## config.mk

```make
export PLATFORM = sky130hd
export DESIGN_NAME = pixel_req_gen_lv10_flat
export DESIGN_NICKNAME = d
export VERILOG_FILES = /design/src/rtl/pixel_req_gen_lv10_if.sv /design/src/rtl/pixel_req_gen_lv10.sv /design/src/flat_wrapper.sv
export SDC_FILE = /design/constraint.sdc
export NUM_CORES = 1
export LEC_CHECK = 0
export ABC_AREA = 0
export BUFFER_PORTS_ARGS = -buffer_cell sky130_fd_sc_hd__buf_2
export CAP_MARGIN = 30
export CORE_MARGIN = 5
export CORE_UTILIZATION = 45
export DETAILED_ROUTE_END_ITERATION = 10
export PLACE_DENSITY = 0.69
export SLEW_MARGIN = 20
export SYNTH_ARGS = -nofsm -noshare
export SYNTH_HDL_FRONTEND = slang
export SYNTH_SLANG_ARGS = --single-unit
```

## constraint.sdc

```tcl
create_clock -name clk_i -period 4.9 [get_ports clk_i]
set_input_delay 0.735 -clock clk_i [delete_from_list [all_inputs] [get_ports clk_i]]
set_output_delay 0.735 -clock clk_i [all_outputs]
set_load 0.01 [all_outputs]
```

## src/rtl/pixel_req_gen_lv10_if.sv

```systemverilog
// Requester/arbiter handshake bundle for the level-10 pixel request generator.
// The master modport is the requester side; slave is the arbiter/consumer side.
interface pixel_req_gen_lv10_if #(
  parameter int unsigned ROWS    = 4,
  parameter int unsigned X_WIDTH = 2
);
  localparam int unsigned DROP_W  = 16;
  localparam int unsigned ROUND_W = 8;

  logic                enable_i;
  logic [ROWS-1:0]     evt_i;
  logic [ROWS-1:0]     pol_i;
  logic [ROWS-1:0]     gnt_i;
  logic                grp_release_i;
  logic [ROWS-1:0]     req_o;
  logic                refresh_o;
  logic                evt_valid_o;
  logic [X_WIDTH-1:0]  evt_x_o;
  logic                evt_pol_o;
  logic                overflow_o;
  logic                spurious_o;
  logic [DROP_W-1:0]   drop_cnt_o;
  logic [ROUND_W-1:0]  round_cnt_o;

  modport master (
    input  enable_i, evt_i, pol_i, gnt_i, grp_release_i,
    output req_o, refresh_o, evt_valid_o, evt_x_o, evt_pol_o,
           overflow_o, spurious_o, drop_cnt_o, round_cnt_o
  );

  modport slave (
    output enable_i, evt_i, pol_i, gnt_i, grp_release_i,
    input  req_o, refresh_o, evt_valid_o, evt_x_o, evt_pol_o,
           overflow_o, spurious_o, drop_cnt_o, round_cnt_o
  );
endinterface

```

## src/rtl/pixel_req_gen_lv10.sv

```systemverilog
// Pixel-side request generator: latches row events, requests the row arbiter,
// retires granted rows into decoded events and pulses refresh when a burst drains.
module pixel_req_gen_lv10 #(
  parameter int unsigned ROWS    = 4,
  parameter int unsigned X_WIDTH = 2
) (
  input  logic                 clk_i,
  input  logic                 reset_i,
  pixel_req_gen_lv10_if.master bus
);
  localparam int unsigned CNT_W   = $clog2(ROWS + 1);
  localparam int unsigned DROP_W  = 16;
  localparam int unsigned ROUND_W = 8;

  typedef enum logic [1:0] {ST_IDLE, ST_ACTIVE, ST_REFRESH} state_e;

  state_e               state_q, state_d;
  logic [ROWS-1:0]      pend_q, pend_d;
  logic [ROWS-1:0]      polr_q, polr_d;
  logic                 refresh_q, refresh_d;
  logic                 evt_valid_q, evt_valid_d;
  logic [X_WIDTH-1:0]   evt_x_q, evt_x_d;
  logic                 evt_pol_q, evt_pol_d;
  logic                 overflow_q, overflow_d;
  logic                 spurious_q, spurious_d;
  logic [DROP_W-1:0]    drop_cnt_q, drop_cnt_d;
  logic [ROUND_W-1:0]   round_cnt_q, round_cnt_d;

  logic                 gnt_seen;
  logic                 gnt_multi;
  logic                 accept;
  logic [X_WIDTH-1:0]   gnt_idx;
  logic [ROWS-1:0]      drop_rows;
  logic [CNT_W-1:0]     drop_num;
  logic [DROP_W:0]      drop_sum;

  // Grant decode: lowest set bit wins, extra bits only flag as spurious
  always_comb begin
    gnt_seen  = bus.enable_i && (bus.gnt_i != '0);
    gnt_multi = (bus.gnt_i & (bus.gnt_i - ROWS'(1))) != '0;
    gnt_idx   = '0;
    for (int i = int'(ROWS) - 1; i >= 0; i--) begin
      if (bus.gnt_i[i]) gnt_idx = X_WIDTH'(i);
    end
    accept = gnt_seen && pend_q[gnt_idx];
  end

  // Row bookkeeping, event emission and drop accounting
  always_comb begin
    pend_d      = pend_q;
    polr_d      = polr_q;
    drop_rows   = '0;
    drop_num    = '0;
    evt_valid_d = accept;
    evt_x_d     = evt_x_q;
    evt_pol_d   = evt_pol_q;
    spurious_d  = gnt_seen && (!pend_q[gnt_idx] || gnt_multi);
    if (accept) begin
      pend_d[gnt_idx] = 1'b0;
      evt_x_d         = gnt_idx;
      evt_pol_d       = polr_q[gnt_idx];
    end
    for (int i = 0; i < int'(ROWS); i++) begin
      if (bus.evt_i[i]) begin
        // A row retired this cycle can take a new event without dropping it
        if (!pend_q[i] || (accept && (gnt_idx == X_WIDTH'(i)))) begin
          pend_d[i] = 1'b1;
          polr_d[i] = bus.pol_i[i];
        end else begin
          drop_rows[i] = 1'b1;
        end
      end
    end
    for (int i = 0; i < int'(ROWS); i++) begin
      drop_num = drop_num + CNT_W'(drop_rows[i]);
    end
    drop_sum   = {1'b0, drop_cnt_q} + (DROP_W+1)'(drop_num);
    overflow_d = drop_rows != '0;
    drop_cnt_d = drop_sum[DROP_W] ? '1 : drop_sum[DROP_W-1:0];
  end

  // Burst FSM next state
  always_comb begin
    state_d     = state_q;
    round_cnt_d = round_cnt_q;
    case (state_q)
      ST_IDLE: begin
        if (pend_d != '0) state_d = ST_ACTIVE;
      end
      ST_ACTIVE: begin
        if (pend_d == '0) state_d = ST_REFRESH;
        if (bus.grp_release_i) round_cnt_d = round_cnt_q + ROUND_W'(1);
      end
      ST_REFRESH: begin
        state_d = (pend_d != '0) ? ST_ACTIVE : ST_IDLE;
      end
      default: state_d = ST_IDLE;
    endcase
    refresh_d = (state_d == ST_REFRESH);
  end

  always_ff @(posedge clk_i or posedge reset_i) begin
    if (reset_i) begin
      state_q     <= ST_IDLE;
      pend_q      <= '0;
      polr_q      <= '0;
      refresh_q   <= 1'b0;
      evt_valid_q <= 1'b0;
      evt_x_q     <= '0;
      evt_pol_q   <= 1'b0;
      overflow_q  <= 1'b0;
      spurious_q  <= 1'b0;
      drop_cnt_q  <= '0;
      round_cnt_q <= '0;
    end else begin
      state_q     <= state_d;
      pend_q      <= pend_d;
      polr_q      <= polr_d;
      refresh_q   <= refresh_d;
      evt_valid_q <= evt_valid_d;
      evt_x_q     <= evt_x_d;
      evt_pol_q   <= evt_pol_d;
      overflow_q  <= overflow_d;
      spurious_q  <= spurious_d;
      drop_cnt_q  <= drop_cnt_d;
      round_cnt_q <= round_cnt_d;
    end
  end

  assign bus.req_o       = pend_q;
  assign bus.refresh_o   = refresh_q;
  assign bus.evt_valid_o = evt_valid_q;
  assign bus.evt_x_o     = evt_x_q;
  assign bus.evt_pol_o   = evt_pol_q;
  assign bus.overflow_o  = overflow_q;
  assign bus.spurious_o  = spurious_q;
  assign bus.drop_cnt_o  = drop_cnt_q;
  assign bus.round_cnt_o = round_cnt_q;
endmodule
```

## src/flat_wrapper.sv

```systemverilog
// flat-port wrapper written by rule: the top's interface ports become plain ports
module pixel_req_gen_lv10_flat 
#(
  parameter int unsigned ROWS    = 4,
  parameter int unsigned X_WIDTH = 2
)
  (clk_i, reset_i, bus_enable_i, bus_evt_i, bus_pol_i, bus_gnt_i, bus_grp_release_i, bus_req_o, bus_refresh_o, bus_evt_valid_o, bus_evt_x_o, bus_evt_pol_o, bus_overflow_o, bus_spurious_o, bus_drop_cnt_o, bus_round_cnt_o);
  pixel_req_gen_lv10_if #(.ROWS(ROWS), .X_WIDTH(X_WIDTH)) bus_i ();
  input  logic clk_i;
  input  logic reset_i;
  input wire logic [$bits(bus_i.enable_i)-1:0] bus_enable_i;
  input wire logic [$bits(bus_i.evt_i)-1:0] bus_evt_i;
  input wire logic [$bits(bus_i.pol_i)-1:0] bus_pol_i;
  input wire logic [$bits(bus_i.gnt_i)-1:0] bus_gnt_i;
  input wire logic [$bits(bus_i.grp_release_i)-1:0] bus_grp_release_i;
  output wire logic [$bits(bus_i.req_o)-1:0] bus_req_o;
  output wire logic [$bits(bus_i.refresh_o)-1:0] bus_refresh_o;
  output wire logic [$bits(bus_i.evt_valid_o)-1:0] bus_evt_valid_o;
  output wire logic [$bits(bus_i.evt_x_o)-1:0] bus_evt_x_o;
  output wire logic [$bits(bus_i.evt_pol_o)-1:0] bus_evt_pol_o;
  output wire logic [$bits(bus_i.overflow_o)-1:0] bus_overflow_o;
  output wire logic [$bits(bus_i.spurious_o)-1:0] bus_spurious_o;
  output wire logic [$bits(bus_i.drop_cnt_o)-1:0] bus_drop_cnt_o;
  output wire logic [$bits(bus_i.round_cnt_o)-1:0] bus_round_cnt_o;
  assign bus_i.enable_i = bus_enable_i;
  assign bus_i.evt_i = bus_evt_i;
  assign bus_i.pol_i = bus_pol_i;
  assign bus_i.gnt_i = bus_gnt_i;
  assign bus_i.grp_release_i = bus_grp_release_i;
  assign bus_req_o = bus_i.req_o;
  assign bus_refresh_o = bus_i.refresh_o;
  assign bus_evt_valid_o = bus_i.evt_valid_o;
  assign bus_evt_x_o = bus_i.evt_x_o;
  assign bus_evt_pol_o = bus_i.evt_pol_o;
  assign bus_overflow_o = bus_i.overflow_o;
  assign bus_spurious_o = bus_i.spurious_o;
  assign bus_drop_cnt_o = bus_i.drop_cnt_o;
  assign bus_round_cnt_o = bus_i.round_cnt_o;
  pixel_req_gen_lv10 #(.ROWS(ROWS), .X_WIDTH(X_WIDTH)) u_core (.clk_i(clk_i), .reset_i(reset_i), .bus(bus_i));
endmodule
```

==> results of run 1 <==
## cell usage after synthesis, types with 3 or more instances
cell type / count / share of area (%)
inv_1: 17 / 3.0
o21ai_0: 6 / 1.4
a21oi_1: 6 / 1.4
dfrtp_1: 41 / 49
xor2_1: 5 / 2.1
nand2b_1: 3 / 0.89
nand3_1: 11 / 2.6
xnor2_1: 8 / 3.3
nor2b_1: 5 / 1.5
nor2_1: 5 / 0.89
nand2_1: 22 / 3.9
o31ai_1: 4 / 1.4
nand3b_1: 3 / 1.1
buf_2: 3 / 0.71
mux2_2: 9 / 4.8
ha_1: 7 / 4.1
nor3_1: 3 / 0.71
## where the power goes
part | internal, mW | total (mW) | switching, mW
Combinational | 0.156 | 0.332 | 0.175
Sequential | 0.419 | 0.500 | 0.0809
Clock | 0.166 | 0.282 | 0.117
Total | 0.741 | 1.11 | 0.373
## worst max-delay path, stage by stage
cell	delay, ns
buf_2	0.21
nor2_1	0.11
a31o_2	0.26
or2_2	0.30
fa_1	0.48
inv_1	0.07
ha_1	0.16
inv_1	0.05
fa_1	0.37
nor2b_1	0.23
o2111ai_1	0.28
or3_4	0.56
a21boi_0	0.23
## per-layer routing
metal	vias to the layer above	global-route usage (%)	wire length [µm]
met2	30	24.11	2109
met3	7	2.523	149
li1	808	-	-
met1	761	19.11	1980
met4	0	7.343	73
met5	-	0	0
## stage by stage
step	util (%)	instances	setup WS [ns]	total power, mW
5_1_grt	54.54	309	0.8288	1.205
4_1_cts	54.54	309	1.071	1.129
3_3_place_gp	51.95	301	0.9461	0.8389
6_report	54.54	309	1.067	1.114
2_1_floorplan	-	202	1.198	0.7148
3_5_place_dp	51.95	301	0.8107	0.8400
## layout make-up
cell class                      count  area, µm²  area share, %
Tap cell                           54      67.56          2.676
Inverter                           17      63.81          2.527
Multi-Input combinational cell    138      989.7          39.20
Clock buffer                        6      82.58          3.271
Sequential cell                    41       1026          40.63
Clock inverter                      2      37.54          1.487
Timing Repair Buffer               51      257.7          10.21
## logic make-up after synthesis
group	synth area share (%)
mux	4.796
simple gates	20.01
buf+inv	4.618
flops	48.55
compound gates	10.60
fa+ha+maj	6.039
xor+xnor	5.388
## cells in the final DEF, fill, tap and decap left out, drive strengths merged, types with 6 or more instances in the layout
cell type  instances
mux2               9
nand3             13
clkbuf             6
buf               51
o21ai              6
xnor2              8
inv               17
a21oi              6
nand2             22
dfrtp             41
ha                 7
## state kept, by name, indices dropped and copies added (netlist names)
name                    count
u_core.bus.spurious_o       1
u_core.bus.drop_cnt_o      16
u_core.bus.overflow_o       1
u_core.bus.refresh_o        1
u_core.polr_q               4
u_core.bus.evt_pol_o        1
u_core.bus.evt_valid_o      1
u_core.state_q              2
u_core.bus.evt_x_o          2
u_core.bus.round_cnt_o      8
u_core.bus.req_o            4
## final timing paths
kind | slack, ns | depth (start not counted) | startpoint | to
worst max register to register | 1.27 | 13 | u_core.bus.req_o[0] | u_core.bus.drop_cnt_o[15]
worst max-delay path | 1.07 | 13 | bus_gnt_i[1] | u_core.bus.drop_cnt_o[15]
min in group asynchronous | 0.55 | 3 | reset_i | u_core.bus.round_cnt_o[0]
max in group asynchronous | 3.99 | 3 | reset_i | u_core.bus.evt_pol_o
worst min register to register | 0.48 | 1 | u_core.bus.round_cnt_o[7] | u_core.bus.round_cnt_o[7]
worst min-delay path | 0.48 | 1 | u_core.bus.round_cnt_o[7] | u_core.bus.round_cnt_o[7]
==> summary.txt, run 1 <==
Outcome
  – Status: finished clean

Job
  – Max-cap violation count: 0

Floorplan
  – DIE AREA: approximately 0.006 mm²
  – Row Count: 25
  – Number of top-level pins: just over 50
  – Core area: 0.004629 mm²
  – Chip width: 78.53 µm
  – Die Span Y: 78.53 µm
  – Starting Density: 45.65%

CTS
  – Worst-path clk slew: 0.08 ns
  – CTS max path bufs: 2
  – Root Buffer: clkbuf_8
  – Clock Latency Late Sink: 0.29 ns
  – CTS Buf Count: 5
  – TritonCTS Sinks: 41
  – H-tree depth: 2
  – Post-CTS Setup Inserts: 0
  – CTS tree: built
  – Hold-fix buffers, CTS: 0
  – Quantity of gates resized following cts: 0

STA
  – F_max: roughly 260 MHz
  – Slew @ Worst Pin: ~0.52 ns
  – Tightest hold margin: 0.4791 ns
  – Period utilization: 78.23%
  – RSZ-0062 raised after global routing: false
  – Worst rel slew slack: 65.16%
  – Final Max Slew Viols: 0
  – Endpoints failing hold: 0
  – Worst-case clock skew: 0.006300 ns
  – Final setup violation count: 0
  – Minimum clock period: 3.833 ns
  – Setup Total Neg Slack: 0 ns

Yosys
  – Synth warn: 0
  – Syn Area/Cell: 10.46 µm²
  – Post-synth EDFFs: 0
  – Mapped Area: 0.002113 mm²
  – Syn Inst Count: 202
  – Sequential fraction of the synthesis area: 48.55%
  – FF+latch count, synth: 41
  – Synth Net Count: 227
  – Distinct cells, synth: between 40 and 50
  – Ys async rst share: 100.0%
  – Synth Flop Type: dfrtp_1

Route
  – Final ANT Viol Nets: 0
  – Via count: 1606
  – 1st-pass router iterations: 4
  – DRC viols: 0
  – 1st-iter DRT viols: 124
  – Drt wl/cell: 13.95 µm
  – Post-Route WL: 4312 µm
  – Vias/cell: about 5.2

Power
  – P_leak: 1.216 nW
  – Power density cells: 441.2 mW/mm²
  – Worst vdd ir: 0.2012 mV

Placement
  – Post-DP Area: 0.002405 mm²
  – IO Port Bufs: 50
  – Gpl congestion: just under 0.9
  – Post-DP HPWL: 3165 µm

Setup path
  – Worst Path Max Fanout: 14
  – Worst setup EP type: register
  – Crit Path Class: in2reg
  – Crit start category: input port
  – Critical Path RT: ~5.1 ns
  – Critical path arrival: between 4 and 5 ns

Global routing
  – Overflow after GRT: 0
  – Gr usage total: 14.87%
  – Initial antenna violation count: 0
  – First-pass GRT wire length: slightly above 7000 µm
  – Largest net degree at the start of global routing: 42
  – Vias in the first global route: 1590

Final layout
  – Diode count: 0
  – Design Area, Final: 0.002525 mm²
  – # fillers: 432
  – NumNets Final: 279
  – Area Growth Syn to Fin: 19.48%
  – Layout cells sized above 1: 29.80%

Min path
  – Worst Hold Class: reg2reg
(Power assumes the default switching activity.)
==> inputs of run 2 (changes only) <==
--- a/config.mk
+++ b/config.mk
@@ -11,7 +11,7 @@
 export CORE_MARGIN = 5
 export CORE_UTILIZATION = 45
 export DETAILED_ROUTE_END_ITERATION = 10
-export PLACE_DENSITY = 0.69
+export PLACE_DENSITY = 0.72
 export SLEW_MARGIN = 20
 export SYNTH_ARGS = -nofsm -noshare
 export SYNTH_HDL_FRONTEND = slang
==> constraint.sdc (replaced) <==
create_clock -name clk_i -period 3.46 [get_ports clk_i]
set_input_delay 0.519 -clock clk_i [delete_from_list [all_inputs] [get_ports clk_i]]
set_output_delay 0.519 -clock clk_i [all_outputs]
set_load 0.01 [all_outputs]
==> run 2 against run 1 <==
Sequential cell count is the same. Global-route usage is 0.86 points higher. Sequential share of layout area decreased by 3.3 points. First-iteration DRC count is 40% lower. Clock power up 33%. Clock skew is 0.0026 ns lower. Highest routed layer unchanged.
==> summary.txt, run 2 (synthesis gave the netlist of run 1 again) <==
Outcome
  – Status: finished clean

Global routing
  – First-pass GRT wire length: 7714 µm (+6.6%)
  – Met2 Use GR: 24.36% (+0.25 points)
  – Met3 usage: 3.670% (+1.1 points)
  – Initial antenna violation count: 0 (unchanged)
  – Gr usage total: 15.73% (+0.86 points)
  – Overflow after GRT: 0 (unchanged)
  – Vias in the first global route: 1647 (+3.6%)
  – GRT Max-Usage Layer: met2
  – Largest net degree at the start of global routing: 25 (-40%)
  – Met1 Usage GRT: 21.20% (+2.1 points)

Route
  – 1st-pass router iterations: 4 (unchanged)
  – DRC viols: 0 (unchanged)
  – Via count: 1733 (+7.9%)
  – Final ANT Viol Nets: 0 (unchanged)
  – Post-Route WL: 4529 µm (+5.0%)
  – 1st-iter DRT viols: 75 (-40%)
  – Drt wl/cell: 13.64 µm (-2.2%)
  – Vias/cell: 5.220 (+0.43%)

CTS
  – H-tree depth: 2 (unchanged)
  – Worst-path clk slew: 0.08 ns (about the same)
  – CTS max path bufs: 2 (unchanged)
  – Root Buffer: clkbuf_8
  – CTS tree: built
  – TritonCTS Sinks: 41 (unchanged)
  – Hold-fix buffers, CTS: 0 (unchanged)
  – CTS Buf Count: 5 (unchanged)
  – Clock Latency Late Sink: 0.29 ns (about the same)

Setup path
  – Crit-path most repeated cell: inv_1
  – Worst Path Max Fanout: 7 (-7)
  – Crit start category: input port
  – Critical path arrival: 3.45 ns (-0.58 ns)
  – Crit-path cells: buf_2, nand3b_1, nand3_1, inv_1, ha_1, inv_1, fa_1, inv_1, ha_1, inv_1, fa_1, nor2b_4, o2111ai_4, or3_4, a21boi_0
  – Crit Path Class: in2reg
  – Worst setup EP type: register
  – Critical Path RT: 3.67 ns (-1.43 ns)
  – CP max stage cell: fa_1
  – CP peak stage delay: 0.46 ns (-0.10 ns)

Floorplan
  – Row Count: 25 (unchanged)
  – Chip width: 78.53 µm (unchanged)
  – Number of top-level pins: 51 (unchanged)
  – DIE AREA: 0.006167 mm² (unchanged)
  – Die Span Y: 78.53 µm (unchanged)
  – Core area: 0.004629 mm² (unchanged)
  – Starting Density: 45.65% (unchanged)

STA
  – RSZ-0062 raised after global routing: false
  – Final Max Slew Viols: 0 (unchanged)
  – Final setup violation count: 0 (unchanged)
  – Tightest hold margin: 0.1347 ns (-0.3444 ns)
  – F_max: between 300 and 400 MHz
  – Period utilization: around 94%
  – Slew @ Worst Pin: 0.4433 ns (-0.07278 ns)
  – Final WS setup: 0.2147 ns (-0.8518 ns)
  – Endpoints failing hold: 0 (unchanged)
  – Worst-case clock skew: 0.003704 ns (-0.002596 ns)
  – Setup Total Neg Slack: 0 ns (unchanged)
  – Worst rel slew slack: 70.20% (+5.0 points)
  – Minimum clock period: 3.245 ns

Final layout
  – Max FFs per register: 16 (unchanged)
  – Commonest non-fill, non-tap cell in the layout: buf_2
  – Area Growth Syn to Fin: 30.02%
  – Non-filler cells, final: 332 (+7.4%)
  – Layout cells sized above 1: 37.05% (+7.2 points)
  – Diode count: 0 (unchanged)
  – Most frequent cells in the layout: buf_2, dfrtp_1, nand2_1, buf_4, inv_1
  – NumNets Final: 303 (+8.6%)

Job
  – Max-cap violation count: 0 (unchanged)

Power
  – P_leak: 1.338 nW (+10%)
  – Power Total: 1.621 mW (+46%)
  – Worst vdd ir: 0.3554 mV (+77%)
  – Power density cells: 589.9 mW/mm² (+34%)

Min path
  – Worst Hold Class: in2async

Placement
  – Gpl congestion: 0.8250 (-5.2%)
  – Dpl cells: 322 (+7.0%)
  – DP Worst Slack: -0.3417 ns (-1.152 ns)
  – Post-DP HPWL: 3455 µm (+9.2%)
  – IO Port Bufs: 50 (unchanged)
-- run 2: changes by cell type in the layout (fill, tap and decap cells not counted), sizes merged --
cell,previous run,this run
buf,51,74
clkbuf,6,5
clkinv,0,1
clkinvlp,1,0
or3,3,4
-- run 2: final cells by class --
type | instances | area, µm²
fillers | 443 | 1882
flip-flops and latches | 41 | 1026
well taps | 54 | 67.56
multi-input cells | 139 | 1036
clock inverters | 2 | 35.03
repair buffers | 74 | 450.4
clock buffers | 5 | 68.82
inverters | 17 | 63.81
-- run 2: metal layers --
metal / vias up / part of all wire (%)
li1: 855 / -
met1: 838 / 45
met2: 32 / 49
met3: 8 / 4.2
met4: 0 / 2.0
met5: - / 0
-- run 2: what timing repair did --
| action | in CTS | in global routing |
|---|---|---|
| setup buffers | 0 | 1 |
| resized for setup | 1 | 6 |
| pin swaps | 0 | 1 |
| setup endpoints to repair | 1 | 16 |
| cloned | 0 | 1 |
-- run 2: through the flow --
step | instance area [µm²] | util [%]
2_1_floorplan | 2120 | -
3_3_place_gp | 2569 | 55.49
3_5_place_dp | 2569 | 55.49
4_1_cts | 2675 | 57.78
5_1_grt | 2748 | 59.35
6_report | 2748 | 59.35
-- run 2: worst paths after layout --
kind,from,endpoint,slack [ns],cells past startpoint
worst max-delay path,bus_gnt_i[0],u_core.bus.drop_cnt_o[15],0.21,15
worst min-delay path,reset_i,u_core.bus.drop_cnt_o[13],0.13,2
worst max register to register,u_core.bus.req_o[0],u_core.bus.drop_cnt_o[15],0.22,13
worst min register to register,u_core.bus.round_cnt_o[7],u_core.bus.round_cnt_o[7],0.48,1
max in group asynchronous,reset_i,u_core.polr_q[1],2.82,3
min in group clk_i,bus_evt_i[0],u_core.bus.req_o[0],0.45,2
-- run 2: power by group --
| group | leakage (nW) | switching [mW] | internal [mW] | total [mW] |
|---|---|---|---|---|
| registers | 0.496 | 0.116 | 0.594 | 0.710 |
| clock network | 0.0540 | 0.165 | 0.210 | 0.375 |
| logic | 0.788 | 0.267 | 0.270 | 0.536 |
-- run 2: critical path: cells and delay by family --
kind	cells	cell delay (ns)
compound gates	2	0.36
fa+ha+maj	4	1.30
simple gates	4	0.92
buf+inv	5	0.37
